$ cat src/rtl/regfile_wb_if.sv
// Write-back bus between the two writeback sources (A: ALU, B: load unit),
// the arbiter and the register-file write port.
//   a_*/b_*        : valid/ready write request per source (addr + data)
//   RegWrite       : registered register-file write enable
//   write_address  : registered register-file write address
//   write_data     : registered register-file write data
//   pending        : one bit per register, set while a write to it is in flight
// modport master : the side that produces writes and consumes the results
// modport slave  : the arbiter
interface regfile_wb_if #(
  parameter int data_width   = 32,
  parameter int select_width = 5
);
  logic                         a_valid;
  logic                         a_ready;
  logic [select_width-1:0]      a_addr;
  logic [data_width-1:0]        a_data;
  logic                         b_valid;
  logic                         b_ready;
  logic [select_width-1:0]      b_addr;
  logic [data_width-1:0]        b_data;
  logic                         RegWrite;
  logic [select_width-1:0]      write_address;
  logic [data_width-1:0]        write_data;
  logic [2**select_width-1:0]   pending;

  modport master (
    output a_valid, a_addr, a_data, b_valid, b_addr, b_data,
    input  a_ready, b_ready, RegWrite, write_address, write_data, pending
  );

  modport slave (
    input  a_valid, a_addr, a_data, b_valid, b_addr, b_data,
    output a_ready, b_ready, RegWrite, write_address, write_data, pending
  );
endinterface

$ cat src/rtl/regfile_wb_arbiter.sv
// Write-back arbiter for the register file.
// Two sources (index 0 = A, index 1 = B) each feed a 2-entry in-order FIFO.
// Every cycle at most one FIFO head is popped under round-robin arbitration
// and loaded into the registered write port (RegWrite/write_address/
// write_data). Writes to register 0 are consumed but never assert RegWrite.
// pending marks every register that still has a write queued or presented.
// Ports:
//   clk : clock, all state on posedge
//   rst : asynchronous active-high reset; flushes both FIFOs, drops RegWrite
//   wb  : regfile_wb_if slave modport (handshakes, write port, pending mask)
module regfile_wb_arbiter #(
  parameter int data_width   = 32,
  parameter int select_width = 5
) (
  input  logic          clk,
  input  logic          rst,
  regfile_wb_if.slave   wb
);

  localparam int NREG = 2**select_width;

  typedef logic [select_width-1:0] addr_t;
  typedef logic [data_width-1:0]   data_t;

  // An entry e of a 2-deep FIFO is live when the FIFO is full, or when it
  // holds one entry and e is the read slot.
  function automatic logic entry_live(input logic [1:0] cnt, input logic rd, input logic e);
    return (cnt == 2'd2) || (cnt == 2'd1 && rd == e);
  endfunction

  logic [1:0] in_valid;
  addr_t      in_addr [2];
  data_t      in_data [2];

  logic [1:0] ready;
  logic [1:0] push;
  logic [1:0] pop;
  logic [1:0] not_empty;

  addr_t      fifo_addr_p0 [2][2];
  data_t      fifo_data_p0 [2][2];
  logic [1:0] rd_ptr_p0;
  logic [1:0] wr_ptr_p0;
  logic [1:0] cnt_p0 [2];
  logic       last_b_p0;

  addr_t      head_addr;
  data_t      head_data;

  logic       we_p1;
  addr_t      wa_p1;
  data_t      wd_p1;

  logic [NREG-1:0] pend;

  assign in_valid   = {wb.b_valid, wb.a_valid};
  assign in_addr[0] = wb.a_addr;
  assign in_addr[1] = wb.b_addr;
  assign in_data[0] = wb.a_data;
  assign in_data[1] = wb.b_data;

  // Ready looks only at the registered count, so a full FIFO refuses a push
  // even in a cycle where it is being popped.
  always_comb begin
    ready     = '0;
    push      = '0;
    not_empty = '0;
    for (int s = 0; s < 2; s++) begin
      ready[s]     = (cnt_p0[s] != 2'd2);
      push[s]      = in_valid[s] && ready[s];
      not_empty[s] = (cnt_p0[s] != 2'd0);
    end
  end

  // Round robin: on a tie the source not granted last time wins.
  always_comb begin
    pop       = '0;
    pop[0]    = not_empty[0] && (!not_empty[1] || last_b_p0);
    pop[1]    = not_empty[1] && (!not_empty[0] || !last_b_p0);
    head_addr = pop[1] ? fifo_addr_p0[1][rd_ptr_p0[1]] : fifo_addr_p0[0][rd_ptr_p0[0]];
    head_data = pop[1] ? fifo_data_p0[1][rd_ptr_p0[1]] : fifo_data_p0[0][rd_ptr_p0[0]];
  end

  assign wb.a_ready = ready[0];
  assign wb.b_ready = ready[1];

  // ---- stage p0: FIFO control and storage ----
  always_ff @(posedge clk or posedge rst) begin
    if (rst) begin
      rd_ptr_p0 <= '0;
      wr_ptr_p0 <= '0;
      for (int s = 0; s < 2; s++) cnt_p0[s] <= 2'd0;
      last_b_p0 <= 1'b1;
    end else begin
      for (int s = 0; s < 2; s++) begin
        if (push[s]) wr_ptr_p0[s] <= ~wr_ptr_p0[s];
        if (pop[s])  rd_ptr_p0[s] <= ~rd_ptr_p0[s];
        case ({push[s], pop[s]})
          2'b10:   cnt_p0[s] <= cnt_p0[s] + 2'd1;
          2'b01:   cnt_p0[s] <= cnt_p0[s] - 2'd1;
          default: cnt_p0[s] <= cnt_p0[s];
        endcase
      end
      if (|pop) last_b_p0 <= pop[1];
    end
  end

  // Payload storage needs no reset: a zero count hides stale entries.
  always_ff @(posedge clk) begin
    for (int s = 0; s < 2; s++) begin
      if (push[s]) begin
        fifo_addr_p0[s][wr_ptr_p0[s]] <= in_addr[s];
        fifo_data_p0[s][wr_ptr_p0[s]] <= in_data[s];
      end
    end
  end

  // ---- stage p1: registered register-file write port ----
  always_ff @(posedge clk or posedge rst) begin
    if (rst) begin
      we_p1 <= 1'b0;
      wa_p1 <= '0;
      wd_p1 <= '0;
    end else if (|pop) begin
      we_p1 <= (head_addr != '0);
      wa_p1 <= head_addr;
      wd_p1 <= head_data;
    end else begin
      we_p1 <= 1'b0;
    end
  end

  assign wb.RegWrite      = we_p1;
  assign wb.write_address = wa_p1;
  assign wb.write_data    = wd_p1;

  // Register 0 is never reported pending; it is cleared after the OR.
  always_comb begin
    pend = '0;
    for (int s = 0; s < 2; s++) begin
      for (int e = 0; e < 2; e++) begin
        if (entry_live(cnt_p0[s], rd_ptr_p0[s], 1'(e)))
          pend[fifo_addr_p0[s][e]] = 1'b1;
      end
    end
    if (we_p1) pend[wa_p1] = 1'b1;
    pend[0] = 1'b0;
  end

  assign wb.pending = pend;

endmodule
$ cat src/flat_wrapper.sv
// flat-port wrapper written by rule: the top's interface ports become plain ports
module regfile_wb_arbiter_flat 
#(
  parameter int data_width   = 32,
  parameter int select_width = 5
)
  (clk, rst, wb_a_valid, wb_a_addr, wb_a_data, wb_b_valid, wb_b_addr, wb_b_data, wb_a_ready, wb_b_ready, wb_RegWrite, wb_write_address, wb_write_data, wb_pending);
  regfile_wb_if #(.data_width(data_width), .select_width(select_width)) wb_i ();
  input  logic clk;
  input  logic rst;
  input wire logic [$bits(wb_i.a_valid)-1:0] wb_a_valid;
  input wire logic [$bits(wb_i.a_addr)-1:0] wb_a_addr;
  input wire logic [$bits(wb_i.a_data)-1:0] wb_a_data;
  input wire logic [$bits(wb_i.b_valid)-1:0] wb_b_valid;
  input wire logic [$bits(wb_i.b_addr)-1:0] wb_b_addr;
  input wire logic [$bits(wb_i.b_data)-1:0] wb_b_data;
  output wire logic [$bits(wb_i.a_ready)-1:0] wb_a_ready;
  output wire logic [$bits(wb_i.b_ready)-1:0] wb_b_ready;
  output wire logic [$bits(wb_i.RegWrite)-1:0] wb_RegWrite;
  output wire logic [$bits(wb_i.write_address)-1:0] wb_write_address;
  output wire logic [$bits(wb_i.write_data)-1:0] wb_write_data;
  output wire logic [$bits(wb_i.pending)-1:0] wb_pending;
  assign wb_i.a_valid = wb_a_valid;
  assign wb_i.a_addr = wb_a_addr;
  assign wb_i.a_data = wb_a_data;
  assign wb_i.b_valid = wb_b_valid;
  assign wb_i.b_addr = wb_b_addr;
  assign wb_i.b_data = wb_b_data;
  assign wb_a_ready = wb_i.a_ready;
  assign wb_b_ready = wb_i.b_ready;
  assign wb_RegWrite = wb_i.RegWrite;
  assign wb_write_address = wb_i.write_address;
  assign wb_write_data = wb_i.write_data;
  assign wb_pending = wb_i.pending;
  regfile_wb_arbiter #(.data_width(data_width), .select_width(select_width)) u_core (.clk(clk), .rst(rst), .wb(wb_i));
endmodule
$ cat config.mk
export PLATFORM = sky130hd
export DESIGN_NAME = regfile_wb_arbiter_flat
export DESIGN_NICKNAME = d
export VERILOG_FILES = /design/src/rtl/regfile_wb_if.sv /design/src/rtl/regfile_wb_arbiter.sv /design/src/flat_wrapper.sv
export SDC_FILE = /design/constraint.sdc
export NUM_CORES = 1
export LEC_CHECK = 0
export BUFFER_PORTS_ARGS = -buffer_cell sky130_fd_sc_hd__clkbuf_2
export CORE_MARGIN = 4
export CORE_UTILIZATION = 40
export CTS_BUF_LIST = sky130_fd_sc_hd__clkbuf_8 sky130_fd_sc_hd__clkbuf_16
export CTS_CLUSTER_DIAMETER = 80
export CTS_CLUSTER_SIZE = 25
export DETAILED_ROUTE_END_ITERATION = 16
export PLACE_DENSITY = 0.66
export REMOVE_ABC_BUFFERS = 1
export SLEW_MARGIN = 20
export SYNTH_ARGS = -nofsm -noshare
export SYNTH_HDL_FRONTEND = slang
export SYNTH_SLANG_ARGS = --single-unit
$ cat constraint.sdc
create_clock -name clk -period 7.3 [get_ports clk]
set_input_delay 0.365 -clock clk [delete_from_list [all_inputs] [get_ports clk]]
set_output_delay 0.365 -clock clk [all_outputs]
set_load 0.1 [all_outputs]
Word-level counts from Yosys, hierarchy flattened
Memories as Yosys holds them, arrays and structs flattened. Index checks and enable logic that the tools add are counted.

Bits of input ports: 78. Output and inout port bits: 72. RAM bits: 148. Register bits: 47. Logic and storage cells: 130. Memories kept: 2.

Reduce and logical (&&, ||, !) cells: 30. Bitwise gates (word level): 12. Add/sub/neg operators: 4. Multiplexer cells: 46. Equal/unequal tests: 10. Order comparisons: 16.

Memories: u_core.fifo_data_p0 (depth 2, width 64, read ports 2, clocked after memory_dff 0, write ports 2, line regfile_wb_arbiter.sv:41) `data_t fifo_data_p0 [2][2];`; u_core.fifo_addr_p0 (depth 2, width 10, read ports 2, clocked after memory_dff 0, write ports 2, line regfile_wb_arbiter.sv:40) `addr_t fifo_addr_p0 [2][2];`.

Operators with widths (count): 32-bit two-way mux (14); 64-bit two-way mux (2); 32-bit bitwise OR (4); 32-bit demux with 1-bit select (2); 5-bit two-way mux (9); 5-bit by 6-bit < comparator with 1-bit output (second input constant) (5); 1-bit demux with 5-bit select (5); 5-bit by 1-bit >= comparator with 1-bit output (second input constant) (5); 10-bit two-way mux (2); 1-bit logical AND (15); 5-bit demux with 1-bit select (2); 2-bit by 1-bit equality test with 1-bit output (second input constant) (4); 2-bit equality test (second input constant) (4); 2-bit >= comparator (second input constant) (4); 1-bit two-way mux (8); 1-bit NOT with 2-bit output (4); 2-bit case mux with 2 select lines (2); 2-bit nonzero test (4); 1-bit logical OR (6); 5-bit nonzero test (1); 2-bit by 1-bit adder with 2-bit output (second input constant) (2); 2-bit by 1-bit < comparator with 1-bit output (second input constant) (2); 2-bit inequality test (second input constant) (2); 1-bit NOT (4); 3 further kinds (6).

Depth between registers and ports, before layout
An unclocked memory read counts as a cell.

Word-level depth: 14. Mapped depth: 9. Depth with buffers taken out: 7.

Least setup slack after synthesis
No wires, ideal clock.

Path type: register to register. Start point: register u_core.cnt_p0[2] in the netlist's numbering. End point: memory u_core.fifo_addr_p0[0][5] in the netlist's numbering (enable). Setup time: 431 ps. Data arrival time: 3221 ps. Required time: 6869 ps. Period minus slack after synthesis: 3652 ps. Buffers on the path: 0. Cell stages (with the launch flop): 6. Setup slack: 3648 ps. Cells stage by stage: dfrtp_1 -> inv_1 -> ha_1 -> inv_1 -> nand2_1 -> nor2_1.

RTL lines: start, declared (line regfile_wb_arbiter.sv:44) `logic [1:0] cnt_p0 [2];`; start signal, assigned by index (line regfile_wb_arbiter.sv:99) `2'b10: cnt_p0[s] <= cnt_p0[s] + 2'd1;`; start signal, assigned by index (line regfile_wb_arbiter.sv:100) `2'b01: cnt_p0[s] <= cnt_p0[s] - 2'd1;`; start signal, assigned by index (line regfile_wb_arbiter.sv:101) `default: cnt_p0[s] <= cnt_p0[s];`; end, declared (line regfile_wb_arbiter.sv:40).

Worst setup path in the final report
Start point: register u_core.cnt_p0[0] in the netlist's numbering. End point: output wb_pending[2].

Word-level cells in the longest chain between the ends: 8. Elaborated cells on any way between the ends: 11. Classes of those cells: eq/ne (2); mux (3); bitwise (2); reduce/logical (4).

RTL lines: 2-bit by 1-bit equality test with 1-bit output (line regfile_wb_arbiter.sv:28) `return (cnt == 2'd2) || (cnt == 2'd1 && rd == e);`; 1-bit logical AND (line regfile_wb_arbiter.sv:28); 1-bit logical OR (line regfile_wb_arbiter.sv:28); 32-bit two-way mux (line regfile_wb_arbiter.sv:142) `if (entry_live(cnt_p0[s], rd_ptr_p0[s], 1'(e)))`; 32-bit bitwise OR (no source line); 32-bit two-way mux (*) (line regfile_wb_arbiter.sv:142); 32-bit bitwise OR (no source line); 32-bit two-way mux (*) (line regfile_wb_arbiter.sv:146) `if (we_p1) pend[wa_p1] = 1'b1;`; end, declared (line flat_wrapper.sv:22) `output wire logic [$bits(wb_i.pending)-1:0] wb_pending;`.

Every way passes the cells marked *; elsewhere a longest branch is shown, timed or not.

==> results.sh <==
export IMPL_status="completed"
export IMPL_grt_ovfl_total=0
export IMPL_finalMaxSlewViolations=0
export IMPL_diodes=0
export IMPL_drive_gt1_share_pct=26.95
export IMPL_synth_seq_area_share_pct=62.69
export IMPL_min_period_ns=3.357
export IMPL_row_count=54
export IMPL_min_path_type="primary input to asynchronous set/reset pin"
export IMPL_ctsResizeCount=0
export IMPL_max_stage_delay_ns=0.77
export IMPL_grt_max_degree=54
export IMPL_root_buffer="clkbuf_16"
export IMPL_grt_use_total_pct=18.71
export IMPL_path_buf_inv=2
export IMPL_start_kind="flip-flop"
export IMPL_floorplan_io_pins=150
export IMPL_cts_buffers=17
export IMPL_start_util_pct=40.84
export IMPL_gp_congestion=0.9654
export IMPL_yosysWarnings=0
export IMPL_viasPerCell=5.713
export IMPL_synth_seq_cells=195
export IMPL_cpMaxStageDelayCell="nor3b_1"
export IMPL_antenna_found_initial=0
export IMPL_hpwl_um=15560
export IMPL_fmax_mhz=297.9
export IMPL_synthCells=696
export IMPL_clock_tree_buffer_depth=2
export IMPL_slew_headroom_pct=34.48
export IMPL_fin_crit_sh_pct=45.98
export IMPL_path_clk_slew_ns=0.08
export IMPL_clkLatencyLatePin_ns=0.43
export IMPL_worstPathRequired_ns=6.93
export IMPL_drt_iter0_markers=570
export IMPL_wl_per_cell_um=20.95
export IMPL_synth_edf_count=148
export IMPL_cts_sinks=195
export IMPL_hold_buffers=0
export IMPL_die_area_um2=24880
export IMPL_areaGrowthSynthToFinish_pct=17.75
export IMPL_num_nets_final=908
export IMPL_setup_viol=0
export IMPL_finalWirelength_um=23360
export IMPL_synth_cell_types=57
export IMPL_vias=6370
export IMPL_rsz0062_at_grt="no"
export IMPL_die_h_um=157.7
export IMPL_drc=0
export IMPL_syn_area_um2=8967
export IMPL_first_pass_iters=7
export IMPL_final_setup_tns_ns=0
export IMPL_die_w_um=157.7
export IMPL_worstPathArrival_ns=2.99
export IMPL_async_flop_share_pct=24.10
export IMPL_core_area_um2=21960
export IMPL_htreeDepth=4
export IMPL_path_cells="inv_1 > ha_1 > a21oi_2 > nor3b_1 > a22oi_1 > o211ai_1 > clkbuf_2"
export IMPL_cp_end_kind="output port"
export IMPL_synth_ff_type="edfxtp_1"
export IMPL_hold_viol=0
export IMPL_cts_tree="done"
export IMPL_cts_setup_buffers=0
export IMPL_first_global_vias=6298
export IMPL_cpLargestDelayFamily="simple AND/OR/NAND/NOR gates"
export IMPL_fin_skew_ns=0.01253
export IMPL_critical_path_class="flip-flop to output port"
export IMPL_ant_nets=0
export IMPL_tightest_slew_ns=0.9828
export IMPL_crit_path_max_fanout=11
export IMPL_syn_area_per_cell_um2=12.88
export IMPL_numPortBuffers=148
export IMPL_grt_pass1_wl_um=35670
export IMPL_maxCapViolations=0
placed cells by master (no fill, tap or decap), types with 14 or more instances in the layout:
cell       netlist  final
dfrtp_1         46     44
o21ai_0         45     45
clkbuf_2         0    148
nor2_1          26     24
mux2i_1         38     38
a22oi_1         24     24
nand3b_1        15     15
o22ai_1         21     21
inv_1           16     15
o211ai_1        14     14
nor2b_1         25     25
edfxtp_1       148    148
a211oi_1        26     26
a221oi_1        20     20
clkbuf_16        0     17
nand2_1         43     43
final timing paths:
check / end / startpoint / slack [ns] / cells after the start
setup / recovery: wb_pending[2] / u_core.cnt_p0[0] / 3.94 / 7
hold / removal: u_core.wb.write_data[5] / rst / 0.08 / 3
setup reg to reg: u_core.cnt_p0[3] / u_core.cnt_p0[2] / 4.86 / 7
hold reg to reg: u_core.cnt_p0[0] / u_core.cnt_p0[0] / 0.51 / 1
max in group asynchronous: u_core.rd_ptr_p0[0] / rst / 6.72 / 3
min in group clk: u_core.fifo_data_p0[0][18] / wb_a_data[18] / 0.12 / 1
cells in the mapped netlist (4+ instances only):
| cell | number | area share [%] |
|---|---|---|
| o22ai_1 | 21 | 1.5 |
| nand3_1 | 10 | 0.56 |
| edfxtp_1 | 148 | 50 |
| xnor2_1 | 7 | 0.68 |
| and3_1 | 4 | 0.28 |
| nor2_1 | 26 | 1.1 |
| or3b_1 | 5 | 0.49 |
| nand3b_1 | 15 | 1.3 |
| inv_1 | 16 | 0.67 |
| buf_2 | 13 | 0.73 |
| a211oi_1 | 26 | 2.2 |
| o211ai_1 | 14 | 1.2 |
| o221ai_1 | 4 | 0.39 |
| nor4_1 | 9 | 0.63 |
| nor2b_1 | 25 | 1.7 |
| or4_1 | 4 | 0.33 |
| nor3b_1 | 6 | 0.50 |
| or3_1 | 12 | 0.84 |
| mux2i_1 | 38 | 4.2 |
| clkbuf_1 | 33 | 1.4 |
| dfrtp_1 | 46 | 13 |
| nand2_1 | 43 | 1.8 |
| a221oi_1 | 20 | 2.0 |
| o211ai_2 | 5 | 0.70 |
| ha_1 | 8 | 1.1 |
| mux2_2 | 13 | 1.6 |
| o22a_1 | 13 | 1.3 |
| o21ai_0 | 45 | 2.5 |
| a22oi_1 | 24 | 2.0 |
routing by layer:
metal	part of all wire [%]	global-route usage, %
met5	0	0
met4	1.8	5.899
met3	8.7	5.577
met2	47	29.55
met1	43	25.00
sequential cells by signal (all words and copies together), names as in the netlist, 2 cells and up:
name and cells:
u_core.fifo_addr_p0 20, u_core.cnt_p0 4, u_core.fifo_data_p0 128, u_core.wb.write_address 5
u_core.wb.write_data 32, u_core.wr_ptr_p0 2, u_core.rd_ptr_p0 2
cell families (layout without fill, tap and decap cells):
kind of cell	after synthesis	in the layout	synth area share, %
xor+xnor	8	8	0.7814
simple gates	177	177	11.04
buf+inv	67	206	3.195
compound gates	189	189	15.26
mux	51	51	5.874
flops	195	195	62.69
other cells	1	1	0.04182
fa+ha+maj	8	8	1.116
layout make-up:
cell class | instances | area [µm²]
Fill cell | 1976 | 11400
Sequential cell | 195 | 5624
Multi-Input combinational cell | 434 | 3079
Timing Repair Buffer | 157 | 808.3
Clock buffer | 17 | 425.4
Tap cell | 280 | 350.3
Clock inverter | 15 | 207.7
Inverter | 17 | 63.81
worst register-to-register path, stage by stage, from the launching register on:
cell and delay (ns):
dfrtp_1 0.41, inv_1 0.10, ha_2 0.57, o21bai_2 0.23, buf_4 0.40, inv_1 0.10, ha_1 0.35, o21ai_0 0.18
per-stage QoR:
step | worst slack (ns) | util, % | instances | cell area [µm²] | hold WS (ns)
after floorplan | 3.506 | - | 646 | 8745 | 0.4604
after global placement | 4.479 | 45.19 | 1083 | 9923 | 0.4917
after detailed placement | 4.437 | 45.19 | 1083 | 9923 | 0.5049
after CTS | 4.000 | 48.07 | 1115 | 10560 | 0.09772
after global routing | 3.795 | 48.09 | 1115 | 10560 | 0.08036
final | 3.943 | 48.09 | 1115 | 10560 | 0.07963
Power is not shown: default switching activity piles up to over one toggle a cycle in this logic, so the estimate is an artifact.
